<file path="config.mk">
export PLATFORM = sky130hd
export DESIGN_NAME = dmem_arbiter
export DESIGN_NICKNAME = d
export VERILOG_FILES = /design/src/rtl/dmem_arbiter.sv
export SDC_FILE = /design/constraint.sdc
export NUM_CORES = 1
export LEC_CHECK = 0
export CORE_MARGIN = 2
export CORE_UTILIZATION = 37
export CTS_CLUSTER_SIZE = 8
export DETAILED_ROUTE_END_ITERATION = 16
export PLACE_DENSITY = 0.83
export SYNTH_ARGS = -nofsm -noshare
export SYNTH_HDL_FRONTEND = slang
export SYNTH_SLANG_ARGS = --single-unit
</file>
<file path="constraint.sdc">
create_clock -name clk -period 1.4 [get_ports clk]
set_input_delay 0.42 -clock clk [delete_from_list [all_inputs] [get_ports clk]]
set_output_delay 0.42 -clock clk [all_outputs]
set_load 0.02 [all_outputs]
</file>
<file path="src/rtl/dmem_arbiter.sv">
// dmem_arbiter: shares one single-port data RAM between the CPU load/store
// port and the debug/loader port. Every access runs the fixed sequence
// IDLE -> ISSUE -> WAIT (MEM_LATENCY cycles) -> RESP -> IDLE.
//
// Ports:
//   clk, rst           clock (rising edge), synchronous active-low reset
//   cpu_*              CPU request (req/we/addr/wdata), response (rdata/ready),
//                      cpu_stall = cpu_req & ~cpu_ready
//   dbg_*              debug/loader request and response
//   mem_*              RAM strobe, write enable, address, write data, read data
//   grant_dbg          debug port owns the in-flight transaction
//   busy               FSM is not in IDLE
//
// Build option: define DMEM_ARB_ROUND_ROBIN_EN for two-way round-robin
// arbitration. Without it, debug has fixed priority over the CPU.
module dmem_arbiter #(
   parameter int ADDR_W      = 32,
   parameter int DATA_W      = 32,
   parameter int MEM_LATENCY = 1      // 1..15
) (
   input  logic              clk,
   input  logic              rst,
   input  logic              cpu_req,
   input  logic              cpu_we,
   input  logic [ADDR_W-1:0] cpu_addr,
   input  logic [DATA_W-1:0] cpu_wdata,
   output logic [DATA_W-1:0] cpu_rdata,
   output logic              cpu_ready,
   output logic              cpu_stall,
   input  logic              dbg_req,
   input  logic              dbg_we,
   input  logic [ADDR_W-1:0] dbg_addr,
   input  logic [DATA_W-1:0] dbg_wdata,
   output logic [DATA_W-1:0] dbg_rdata,
   output logic              dbg_ready,
   output logic              mem_en,
   output logic              mem_we,
   output logic [ADDR_W-1:0] mem_addr,
   output logic [DATA_W-1:0] mem_wdata,
   input  logic [DATA_W-1:0] mem_rdata,
   output logic              grant_dbg,
   output logic              busy
);

   localparam logic [3:0] LAT = 4'(MEM_LATENCY);

   typedef enum logic [1:0] {IDLE, ISSUE, WAIT, RESP} state_t;

   typedef struct packed {
      logic              we;
      logic [ADDR_W-1:0] addr;
      logic [DATA_W-1:0] wdata;
   } req_t;

   state_t     state, state_nxt;
   req_t       lat_q;          // request captured at grant; drives the RAM
   logic       owner_dbg;      // 1: debug owns the transaction
   logic [3:0] cnt;
   logic       any_req;
   logic       win_dbg;
   req_t       cpu_rq, dbg_rq;

   assign any_req = cpu_req | dbg_req;
   assign cpu_rq  = '{we: cpu_we, addr: cpu_addr, wdata: cpu_wdata};
   assign dbg_rq  = '{we: dbg_we, addr: dbg_addr, wdata: dbg_wdata};

`ifdef DMEM_ARB_ROUND_ROBIN_EN
   logic rr_ptr;               // preferred port on a tie: 0=CPU, 1=DBG
   assign win_dbg = dbg_req & (~cpu_req | rr_ptr);
`else
   assign win_dbg = dbg_req;
`endif

   always_ff @(posedge clk) begin
      if (!rst) begin
         state     <= IDLE;
         lat_q     <= '0;
         owner_dbg <= 1'b0;
         cnt       <= '0;
         cpu_rdata <= '0;
         dbg_rdata <= '0;
`ifdef DMEM_ARB_ROUND_ROBIN_EN
         rr_ptr    <= 1'b0;
`endif
      end else begin
         state <= state_nxt;
         case (state)
            IDLE: if (any_req) begin
               owner_dbg <= win_dbg;
               lat_q     <= win_dbg ? dbg_rq : cpu_rq;
`ifdef DMEM_ARB_ROUND_ROBIN_EN
               rr_ptr    <= ~win_dbg;   // prefer the loser next time
`endif
            end
            ISSUE: cnt <= LAT;
            WAIT: begin
               cnt <= cnt - 4'd1;
               // read data is valid in the last wait cycle only
               if (cnt == 4'd1 && !lat_q.we) begin
                  if (owner_dbg) dbg_rdata <= mem_rdata;
                  else           cpu_rdata <= mem_rdata;
               end
            end
            default: ;
         endcase
      end
   end

   always_comb begin
      state_nxt = state;
      mem_en    = 1'b0;
      mem_we    = 1'b0;
      cpu_ready = 1'b0;
      dbg_ready = 1'b0;
      grant_dbg = 1'b0;
      busy      = 1'b1;
      case (state)
         IDLE: begin
            busy = 1'b0;
            if (any_req) state_nxt = ISSUE;
         end
         ISSUE: begin
            mem_en    = 1'b1;
            mem_we    = lat_q.we;
            grant_dbg = owner_dbg;
            state_nxt = WAIT;
         end
         WAIT: begin
            grant_dbg = owner_dbg;
            if (cnt == 4'd1) state_nxt = RESP;
         end
         RESP: begin
            grant_dbg = owner_dbg;
            cpu_ready = ~owner_dbg;
            dbg_ready = owner_dbg;
            state_nxt = IDLE;
         end
         default: state_nxt = IDLE;
      endcase
   end

   // address/data only change at grant, so they hold between transactions
   assign mem_addr  = lat_q.addr;
   assign mem_wdata = lat_q.wdata;
   assign cpu_stall = cpu_req & ~cpu_ready;

endmodule

</file>
# ---- After elaboration in Yosys (flattened, before gate mapping)
# Index checks and enable logic that the tools add are counted.
dict set report classes {
  eq_ne 6
  muxes 11
  addsub 1
  reduce_logical 9
  bitwise 4
}
# cell count
set ops {}
lappend ops {{$mux 65} 1}
lappend ops {{$pmux 2 s4} 1}
lappend ops {{$pmux 4 s2} 1}
lappend ops {{$mux 1} 6}
lappend ops {{$reduce_and 3->1} 2}
lappend ops {{$eq 2x2->1 const B} 2}
lappend ops {{$eq 4x1->1 const B} 1}
lappend ops {{$mux 2} 2}
lappend ops {{$ne 2x2->1 const B} 2}
lappend ops {{$reduce_and 2->1} 2}
lappend ops {{$sub 4x1->4 const B} 1}
lappend ops {{$reduce_or 3->1} 1}
lappend ops {{$eq 2x1->1 const B} 1}
lappend ops {{$logic_not 2->1} 1}
lappend ops {{$not 1->1} 2}
lappend ops {{$reduce_bool 2->1} 1}
lappend ops {{$and 1x1->1} 1}
lappend ops {{$logic_and 1x1->1} 1}
lappend ops {{$logic_not 1->1} 1}
lappend ops {{$or 1x1->1} 1}
dict set report word_totals {
  in_bits 166
  out_inout_bits 135
  register_bits 136
}

# ---- Logic depth before layout (Yosys ltp)
# Gate-level depths: netlist of run 1.
dict set report depth {
  depth_word 4
  ltp_mapped 7
  mapped_depth_nobuf 5
}

# ---- Worst setup path after synthesis of run 1
# OpenSTA, ideal clock, no wires.
dict set report synth_path {
  kind {register to output}
  start {reg state[1]}
  end {out cpu_stall}
  path_stages_with_launch 4
  t_arrival_ps 1066
  slack_ps -86
  required_ps 980
  cell_sequence {dfxtp_1 > ha_1 > nor2b_1 > nor2b_1}
}
dict set report synth_between {
  elab_chain_len 4
}
# element line_no
set synth_rtl {}
lappend synth_rtl {{start: declaration} 55} ;# state_t state, state_nxt;
lappend synth_rtl {{start signal: assignment} 86} ;# state <= state_nxt;
lappend synth_rtl {{$eq 2x2->1} 117} ;# case (state)
lappend synth_rtl {{$mux 1} 117}
lappend synth_rtl {{net cpu_ready} 28} ;# output logic cpu_ready,
lappend synth_rtl {{$not 1->1} 145} ;# assign cpu_stall = cpu_req & ~cpu_ready;
lappend synth_rtl {{$and 1x1->1} 145}
lappend synth_rtl {{end: declaration} 29} ;# output logic cpu_stall,
# The timed path passes the listed nets, and every way through them passes these cells.

# ---- Final worst setup path of run 1
dict set report layout_path {
  start {reg state[0]}
  end {out cpu_stall}
}
dict set report layout_between {
  elab_chain_len 4
}
# element line_no
set layout_rtl {}
lappend layout_rtl {{$eq 2x2->1} 117}
lappend layout_rtl {{$mux 1} 117}
lappend layout_rtl {{$not 1->1} 145}
lappend layout_rtl {{$and 1x1->1} 145}
# No other way between the ends.

==> summary.json, run 1 <==
{
  "wire_length_of_the_first_global_routing_pass_mm": 29.7,
  "synthCells": 650,
  "grt_max_degree": 64,
  "pin_count": 301,
  "place_area_um2": 9370,
  "synth_top_flop_cell": "sky130_fd_sc_hd__dfxtp_1",
  "cts-htree-levels": 4,
  "drv_slew": 0,
  "cp_max_fo": 3,
  "post_detailed_route_wirelength_per_cell_um": 16.3,
  "worst_slack_ns": -0.324,
  "drv_cap": 0,
  "met2_length_mm": 9.83,
  "critPathRequiredTime_ns": 0.98,
  "clk-insertion-delay-late_ns": 0.41,
  "ant_nets": 0,
  "synth_sequential_area_ratio_pct": 42.8,
  "hpwl_mm": 12.9,
  "setup_repair_after_global_routing_missed_its_margin": "yes",
  "cp-start-kind": "flop",
  "cts_tree": "built",
  "placement.io_buffers": 300,
  "number_of_enable_flip_flop_cells_after_synthesis": 0,
  "cellLeakagePower_nw": 5.45,
  "final-setup-viol-count": 105,
  "drt-met1-wl_mm": 7.39,
  "via_per_inst": 4.80,
  "drt_drc": 0,
  "place.gp.congestion": 0.752,
  "tritoncts_num_sinks": 136,
  "fin_crit_ns": 1.72,
  "placed_cells": 1103,
  "grt_overflow": 0,
  "total_of_warnings_raised_by_yosys": 0,
  "place_ws_ns": -0.644,
  "final_net_count": 1107,
  "power.ir.vdd_worst_mv": 0.834,
  "die_x_um": 135,
  "timing.final.crit_share_pct": 123,
  "pwr_density_cell_nw_per_um2": 1610,
  "crit_type": "flop to primary output",
  "failed_checks": "negative setup slack",
  "final.setup_skew_ns": 0.00744,
  "ys_types": 29,
  "cts_buffers": 17,
  "dieHeight_um": 135,
  "area_growth_pct": 57.9,
  "dr_total_vias": 5603,
  "grt_pass1_vias": 5795,
  "fp.coreArea_um2": 16700,
  "synth_async_sr_flop_share_pct": 0,
  "run_status": "complete, but fails checks",
  "num_rows": 47,
  "wp_data_arrival_ns": 1.30,
  "area_enclosed_by_the_die_boundary_um2": 18200,
  "met3RoutedLength_mm": 1.47,
  "timing.fmax_ghz": 0.580,
  "timing.hold.ws_ns": 0.342,
  "synth_fp_nets": 823,
  "postSynthAreaPerCell_um2": 9.78,
  "number_of_antenna_violations_at_the_first_check_in_global_routing": 0,
  "clk_transition_reported_paths_ns": 0.06,
  "finalHoldViolations": 0,
  "routed.top_layer": "met4",
  "worstMarginPinSlew_ns": 0.311,
  "yosysMostFrequentCell": "sky130_fd_sc_hd__nand2_1",
  "clockBufferDepth": 2,
  "maxSlewHeadroom_pct": 79.1,
  "global_routing_usage_summed_across_all_routing_layers_pct": 20.8,
  "postRouteWirelength_mm": 19.1,
  "antenna_cells": 0,
  "design_area_um2": 10000,
  "commonest_cells_post_synth": "165 x sky130_fd_sc_hd__nand2_1, 136 x sky130_fd_sc_hd__dfxtp_1, 130 x sky130_fd_sc_hd__mux2i_1",
  "power.total_mw": 16.2,
  "initial_core_util_pct": 38.1,
  "detail_route.first_pass.iterations": 4,
  "ys_seq_elements": 136,
  "timing.hold.worst.class": "input port to flop",
  "fin_cells": 1167,
  "synth_area_leaders": "sky130_fd_sc_hd__dfxtp_1 43%, sky130_fd_sc_hd__mux2i_1 20%, sky130_fd_sc_hd__o211a_1 10%",
  "worst_setup_path_end_kind": "primary output",
  "drtIter0Drc": 158,
  "yosys.area.top_type_share_pct": 42.8,
  "drive_above_1_share_pct": 29.3,
  "syn-cell-area_um2": 6360,
  "netlist.top_cell.by_area": "sky130_fd_sc_hd__dfxtp_1",
  "clock-root-buffer": "sky130_fd_sc_hd__clkbuf_16"
}
-- stage by stage --
| stage | util (%) | setup TNS, ns |
|---|---|---|
| 2_1_floorplan | - | -0.169 |
| 3_3_place_gp | 56.1 | -28.06 |
| 3_5_place_dp | 56.1 | -33.37 |
| 4_1_cts | 59.9 | -14.21 |
| 5_1_grt | 60.1 | -21.15 |
| 6_report | 60.1 | -11.96 |
-- metal layers --
metal  track usage, %  vias to the layer above
met5                0                        -
met4             7.58                        0
met3             5.78                       32
met2             38.2                      246
met1             22.8                     2596
li1                 -                     2729
-- critical path, stage by stage, from the launching register on --
cell and delay, ns:
sky130_fd_sc_hd__dfxtp_4 0.36, sky130_fd_sc_hd__ha_4 0.16, sky130_fd_sc_hd__nor2b_4 0.13, sky130_fd_sc_hd__nor2b_2 0.12, sky130_fd_sc_hd__buf_6 0.12
-- what timing repair did --
| item | in CTS | in global routing |
|---|---|---|
| endpoints found under the setup margin | 269 | 150 |
| setup buffers | 10 | 9 |
| pin swaps | 8 | 3 |
| gates resized for setup | 615 | 22 |
| cloned | 18 | 0 |
| hold buffers | 0 | 0 |
-- flip-flops by register name, indices dropped and copies added (netlist names) --
| signal | cells |
|---|---|
| state | 2 |
| lat_q | 1 |
| cpu_rdata | 32 |
| mem_wdata | 32 |
| cnt | 4 |
| mem_addr | 32 |
| owner_dbg | 1 |
| dbg_rdata | 32 |
-- layout by cell type (no fill, tap or decap), types with 3 or more instances in the layout --
cell type,instances
sky130_fd_sc_hd__ha_4,5
sky130_fd_sc_hd__buf_6,21
sky130_fd_sc_hd__inv_1,4
sky130_fd_sc_hd__clkdlybuf4s50_1,163
sky130_fd_sc_hd__buf_2,121
sky130_fd_sc_hd__mux2i_1,129
sky130_fd_sc_hd__nand2_1,164
sky130_fd_sc_hd__clkbuf_16,17
sky130_fd_sc_hd__buf_12,17
sky130_fd_sc_hd__inv_2,3
sky130_fd_sc_hd__dfxtp_2,5
sky130_fd_sc_hd__inv_6,5
sky130_fd_sc_hd__buf_4,47
sky130_fd_sc_hd__o21a_4,3
sky130_fd_sc_hd__dfxtp_1,129
sky130_fd_sc_hd__buf_16,4
sky130_fd_sc_hd__o211a_1,65
-- kinds of logic after synthesis --
logic type / synth area share [%]
fa+ha+maj: 1.38
buf+inv: 12.1
flops: 42.8
simple gates: 11.7
compound gates: 11.5
mux: 20.5
-- layout make-up --
type | count | area (um^2)
fill | 1431 | 6660
timing repair buffer | 375 | 3340
multi-input combinational | 397 | 3050
sequential | 136 | 2740
clock buffer | 19 | 453
tap | 220 | 275
clock inverter | 13 | 159
inverter | 7 | 26.3
-- path summary, 6_finish.rpt --
kind	start	end	slack (ns)	cells past startpoint
min reg2reg	cpu_rdata[7]	cpu_rdata[7]	0.45	2
max reg2reg	lat_q[64]	cpu_rdata[21]	-0.17	7
min	rst	cnt[2]	0.34	2
max	state[0]	cpu_stall	-0.32	4
-- where the power goes --
| group | switching [mW] | internal (mW) |
|---|---|---|
| logic | 3.17 | 3.31 |
| registers | 0.408 | 4.63 |
| clock network | 1.86 | 2.78 |
Power figures use the tool's default switching activity.
==> inputs of run 2 (changes only) <==
--- a/config.mk
+++ b/config.mk
@@ -5,11 +5,13 @@
 export SDC_FILE = /design/constraint.sdc
 export NUM_CORES = 1
 export LEC_CHECK = 0
+export CAP_MARGIN = 20
 export CORE_MARGIN = 2
 export CORE_UTILIZATION = 37
 export CTS_CLUSTER_SIZE = 8
 export DETAILED_ROUTE_END_ITERATION = 16
 export PLACE_DENSITY = 0.83
+export SETUP_SLACK_MARGIN = 0.02
 export SYNTH_ARGS = -nofsm -noshare
 export SYNTH_HDL_FRONTEND = slang
 export SYNTH_SLANG_ARGS = --single-unit
==> run 2 against run 1 <==
Effect of this change:
- the run still ends with negative setup slack left
- combinational power fell by 2%
- register-to-register slack got worse by 0.15 ns
- utilization is 0.45 points lower
- critical endpoint is now grant_dbg
==> summary.json, run 2 (synthesized netlist as in run 1, its figures left out) <==
{
  "cellLeakagePower": {"value": 5.38, "unit": "nW", "change": "-1.3%"},
  "global_routing_usage_summed_across_all_routing_layers": {"value": 19.4, "unit": "%", "change": "-1.4 points"},
  "hpwl": {"value": 12.8, "unit": "mm", "change": "-0.91%"},
  "maxSlewHeadroom": {"value": 74.8, "unit": "%", "change": "-4.3 points"},
  "post_detailed_route_wirelength_per_cell": {"value": 15.9, "unit": "um", "change": "-2.9%"},
  "num_rows": {"value": 47, "change": "unchanged"},
  "cp-start-kind": "flop",
  "cts_buffers": {"value": 17, "change": "unchanged"},
  "critPathRequiredTime": {"value": 0.98, "unit": "ns", "change": "about the same"},
  "crit_type": "flop to primary output",
  "final_net_count": {"value": 1102, "change": "-0.45%"},
  "fp.coreArea": {"value": 16700, "unit": "um^2", "change": "unchanged"},
  "critical_path.n_buffers_inverters": {"value": 4, "change": "+3"},
  "timing.fmax": {"value": 0.559, "unit": "GHz", "change": "-3.6%"},
  "drt_drc": {"value": 0, "change": "unchanged"},
  "placed_cells": {"value": 1113, "change": "+0.91%"},
  "worst_slack": {"value": -0.389, "unit": "ns", "change": "-0.0643 ns"},
  "pwr_density_cell": {"value": 1580, "unit": "nW/um^2", "change": "-1.5%"},
  "critical_path.slowest_cell": "sky130_fd_sc_hd__dfxtp_2",
  "dieHeight": {"value": 135, "unit": "um", "change": "unchanged"},
  "area_growth_pct": 56.7,
  "design_area": {"value": 9960, "unit": "um^2", "change": "-0.75%"},
  "detail_route.first_pass.iterations": {"value": 4, "change": "unchanged"},
  "setup_repair_after_global_routing_missed_its_margin": "yes",
  "postRouteWirelength": {"value": 18.5, "unit": "mm", "change": "-3.3%"},
  "place_area": {"value": 9430, "unit": "um^2", "change": "+0.64%"},
  "finalHoldViolations": {"value": 0, "change": "unchanged"},
  "area_enclosed_by_the_die_boundary": {"value": 18200, "unit": "um^2", "change": "unchanged"},
  "timing.hold.worst.class": "input port to flop",
  "wire_length_of_the_first_global_routing_pass": {"value": 27.8, "unit": "mm", "change": "-6.3%"},
  "final.setup_skew": {"value": 0.00767, "unit": "ns", "change": "+0.000221 ns"},
  "die_x": {"value": 135, "unit": "um", "change": "unchanged"},
  "worst_setup_path_end_kind": "primary output",
  "number_of_antenna_violations_at_the_first_check_in_global_routing": {"value": 0, "change": "unchanged"},
  "fin_cells": {"value": 1162, "change": "-0.43%"},
  "drv_slew": {"value": 0, "change": "unchanged"},
  "fin_crit": {"value": 1.79, "unit": "ns", "change": "+0.0643 ns"},
  "cts-htree-levels": {"value": 4, "change": "unchanged"},
  "clk_transition_reported_paths": {"value": 0.06, "unit": "ns", "change": "about the same"},
  "drtIter0Drc": {"value": 182, "change": "+15%"},
  "dr_total_vias": {"value": 5590, "change": "-0.23%"},
  "final-setup-viol-count": {"value": 141, "change": "+34%"},
  "critical_path_cell_sequence": "buf_6 -> inv_4 -> buf_6 -> ha_4 -> nor2_4 -> buf_6",
  "failed_checks": "negative setup slack",
  "mostFrequentLayoutCell": "sky130_fd_sc_hd__nand2_1",
  "clock-root-buffer": "sky130_fd_sc_hd__clkbuf_16",
  "drive_above_1_share": {"value": 28.9, "unit": "%", "change": "-0.38 points"},
  "cp_common_cell": "sky130_fd_sc_hd__buf_6",
  "run_status": "complete, but fails checks",
  "cpPeakStageDelay": {"value": 0.34, "unit": "ns", "change": "-0.02 ns"},
  "grt_overflow": {"value": 0, "change": "unchanged"},
  "clockBufferDepth": {"value": 2, "change": "unchanged"},
  "pin_count": {"value": 301, "change": "unchanged"},
  "cp_max_fo": {"value": 2, "change": "-1"},
  "initial_core_util": {"value": 38.1, "unit": "%", "change": "unchanged"},
  "drv_cap": {"value": 0, "change": "unchanged"},
  "grt_pass1_vias": {"value": 5535, "change": "-4.5%"},
  "grt_max_degree": {"value": 56, "change": "-13%"},
  "via_per_inst": {"value": 4.81, "change": "+0.20%"},
  "power.ir.vdd_worst": {"value": 0.827, "unit": "mV", "change": "-0.86%"},
  "tritoncts_num_sinks": {"value": 136, "change": "unchanged"},
  "worstMarginPinSlew": {"value": 0.375, "unit": "ns", "change": "+0.0640 ns"},
  "fillerInstances": {"value": 1438, "change": "+0.49%"},
  "ant_nets": {"value": 0, "change": "unchanged"},
  "clk-insertion-delay-late": {"value": 0.41, "unit": "ns", "change": "about the same"},
  "critPathTopFamily": "buffers and inverters",
  "place.gp.congestion": {"value": 0.730, "change": "-2.9%"},
  "timing.final.crit_share": {"value": 128, "unit": "%", "change": "+4.6 points"},
  "placement.io_buffers": {"value": 300, "change": "unchanged"},
  "cts_tree": "built",
  "wp_data_arrival": {"value": 1.37, "unit": "ns", "change": "+0.07 ns"},
  "mostFrequentLayoutCells": "164 x sky130_fd_sc_hd__nand2_1, 163 x sky130_fd_sc_hd__clkdlybuf4s50_1, 129 x sky130_fd_sc_hd__mux2i_1, 129 x sky130_fd_sc_hd__dfxtp_1, 89 x sky130_fd_sc_hd__buf_2",
  "antenna_cells": {"value": 0, "change": "unchanged"}
}
-- run 2: changes by cell type in the layout (fill, tap and decap cells not counted), sizes merged --
cell	change
buf	-6
bufbuf	-2
clkbuf	+2
clkinv	+3
clkinvlp	+3
inv	-5
-- run 2: worst paths after layout --
kind                        end  depth (start not counted)         start  slack (ns)
setup / recovery      grant_dbg                          6      state[0]       -0.39
hold / removal         state[0]                          3           rst        0.36
setup reg to reg  cpu_rdata[17]                         10      state[0]       -0.32
hold reg to reg    dbg_rdata[3]                          2  dbg_rdata[3]        0.46
-- run 2: area by class of cell --
class | instances | area, um^2 | area share, %
timing repair buffer | 370 | 3300 | 33.2
inverter | 7 | 31.3 | 0.314
clock buffer | 18 | 429 | 4.31
sequential | 136 | 2730 | 27.4
clock inverter | 14 | 150 | 1.51
tap | 220 | 275 | 2.76
multi-input combinational | 397 | 3040 | 30.5
-- run 2: worst register-to-register path: cells and delay by family (launching register included) --
family	cells	cell delay, ns
adders and majority gates	1	0.18
buffers and inverters	7	0.84
DFF	1	0.33
muxes	1	0.11
and+or+nand+nor	1	0.17
-- run 2: report_power, final --
group	leakage, nW	switching (mW)	total (mW)	internal [mW]
Sequential	1.12	0.401	5.03	4.62
Clock	0.270	1.77	4.40	2.63
Combinational	3.99	3.19	6.37	3.18
-- run 2: repair_timing --
action / CTS / global route
setup buffers: 1 / 5
gates cloned: 9 / 2
endpoints found under the setup margin: 269 / 182
hold buffers: 0 / 0
endpoints found under the hold margin: 0 / 0
gates resized for setup: 587 / 74
pin swaps: 2 / 7
-- run 2: per-layer routing --
layer	vias up	track usage [%]	routed length (um)
met5	-	0	0
met4	0	6.94	376
met3	31	5.48	1330
met2	225	34.7	9540
met1	2610	21.9	7210
li1	2724	-	-
-- run 2: metrics by stage --
stage	setup slack (ns)	utilization [%]	power, mW	hold slack (ns)	TNS (ns)
CTS	-0.411	57.9	15.5	0.351	-17.15
floorplan	-0.00562	-	8.77	0.471	-0.169
finish	-0.389	59.6	15.8	0.361	-24.08
global placement	-0.635	56.5	10.7	0.444	-32.94
detailed placement	-0.643	56.5	10.8	0.451	-35.72
global route	-0.440	59.6	16.5	0.365	-32.19
==> inputs of run 3 (changes only) <==
--- a/config.mk
+++ b/config.mk
@@ -5,7 +5,7 @@
 export SDC_FILE = /design/constraint.sdc
 export NUM_CORES = 1
 export LEC_CHECK = 0
-export CAP_MARGIN = 20
+export CAP_MARGIN = 10
 export CORE_MARGIN = 2
 export CORE_UTILIZATION = 37
 export CTS_CLUSTER_SIZE = 8
==> results of run 3 <==
Same layout as run 2: the final DEF is identical, and so are final timing and power.
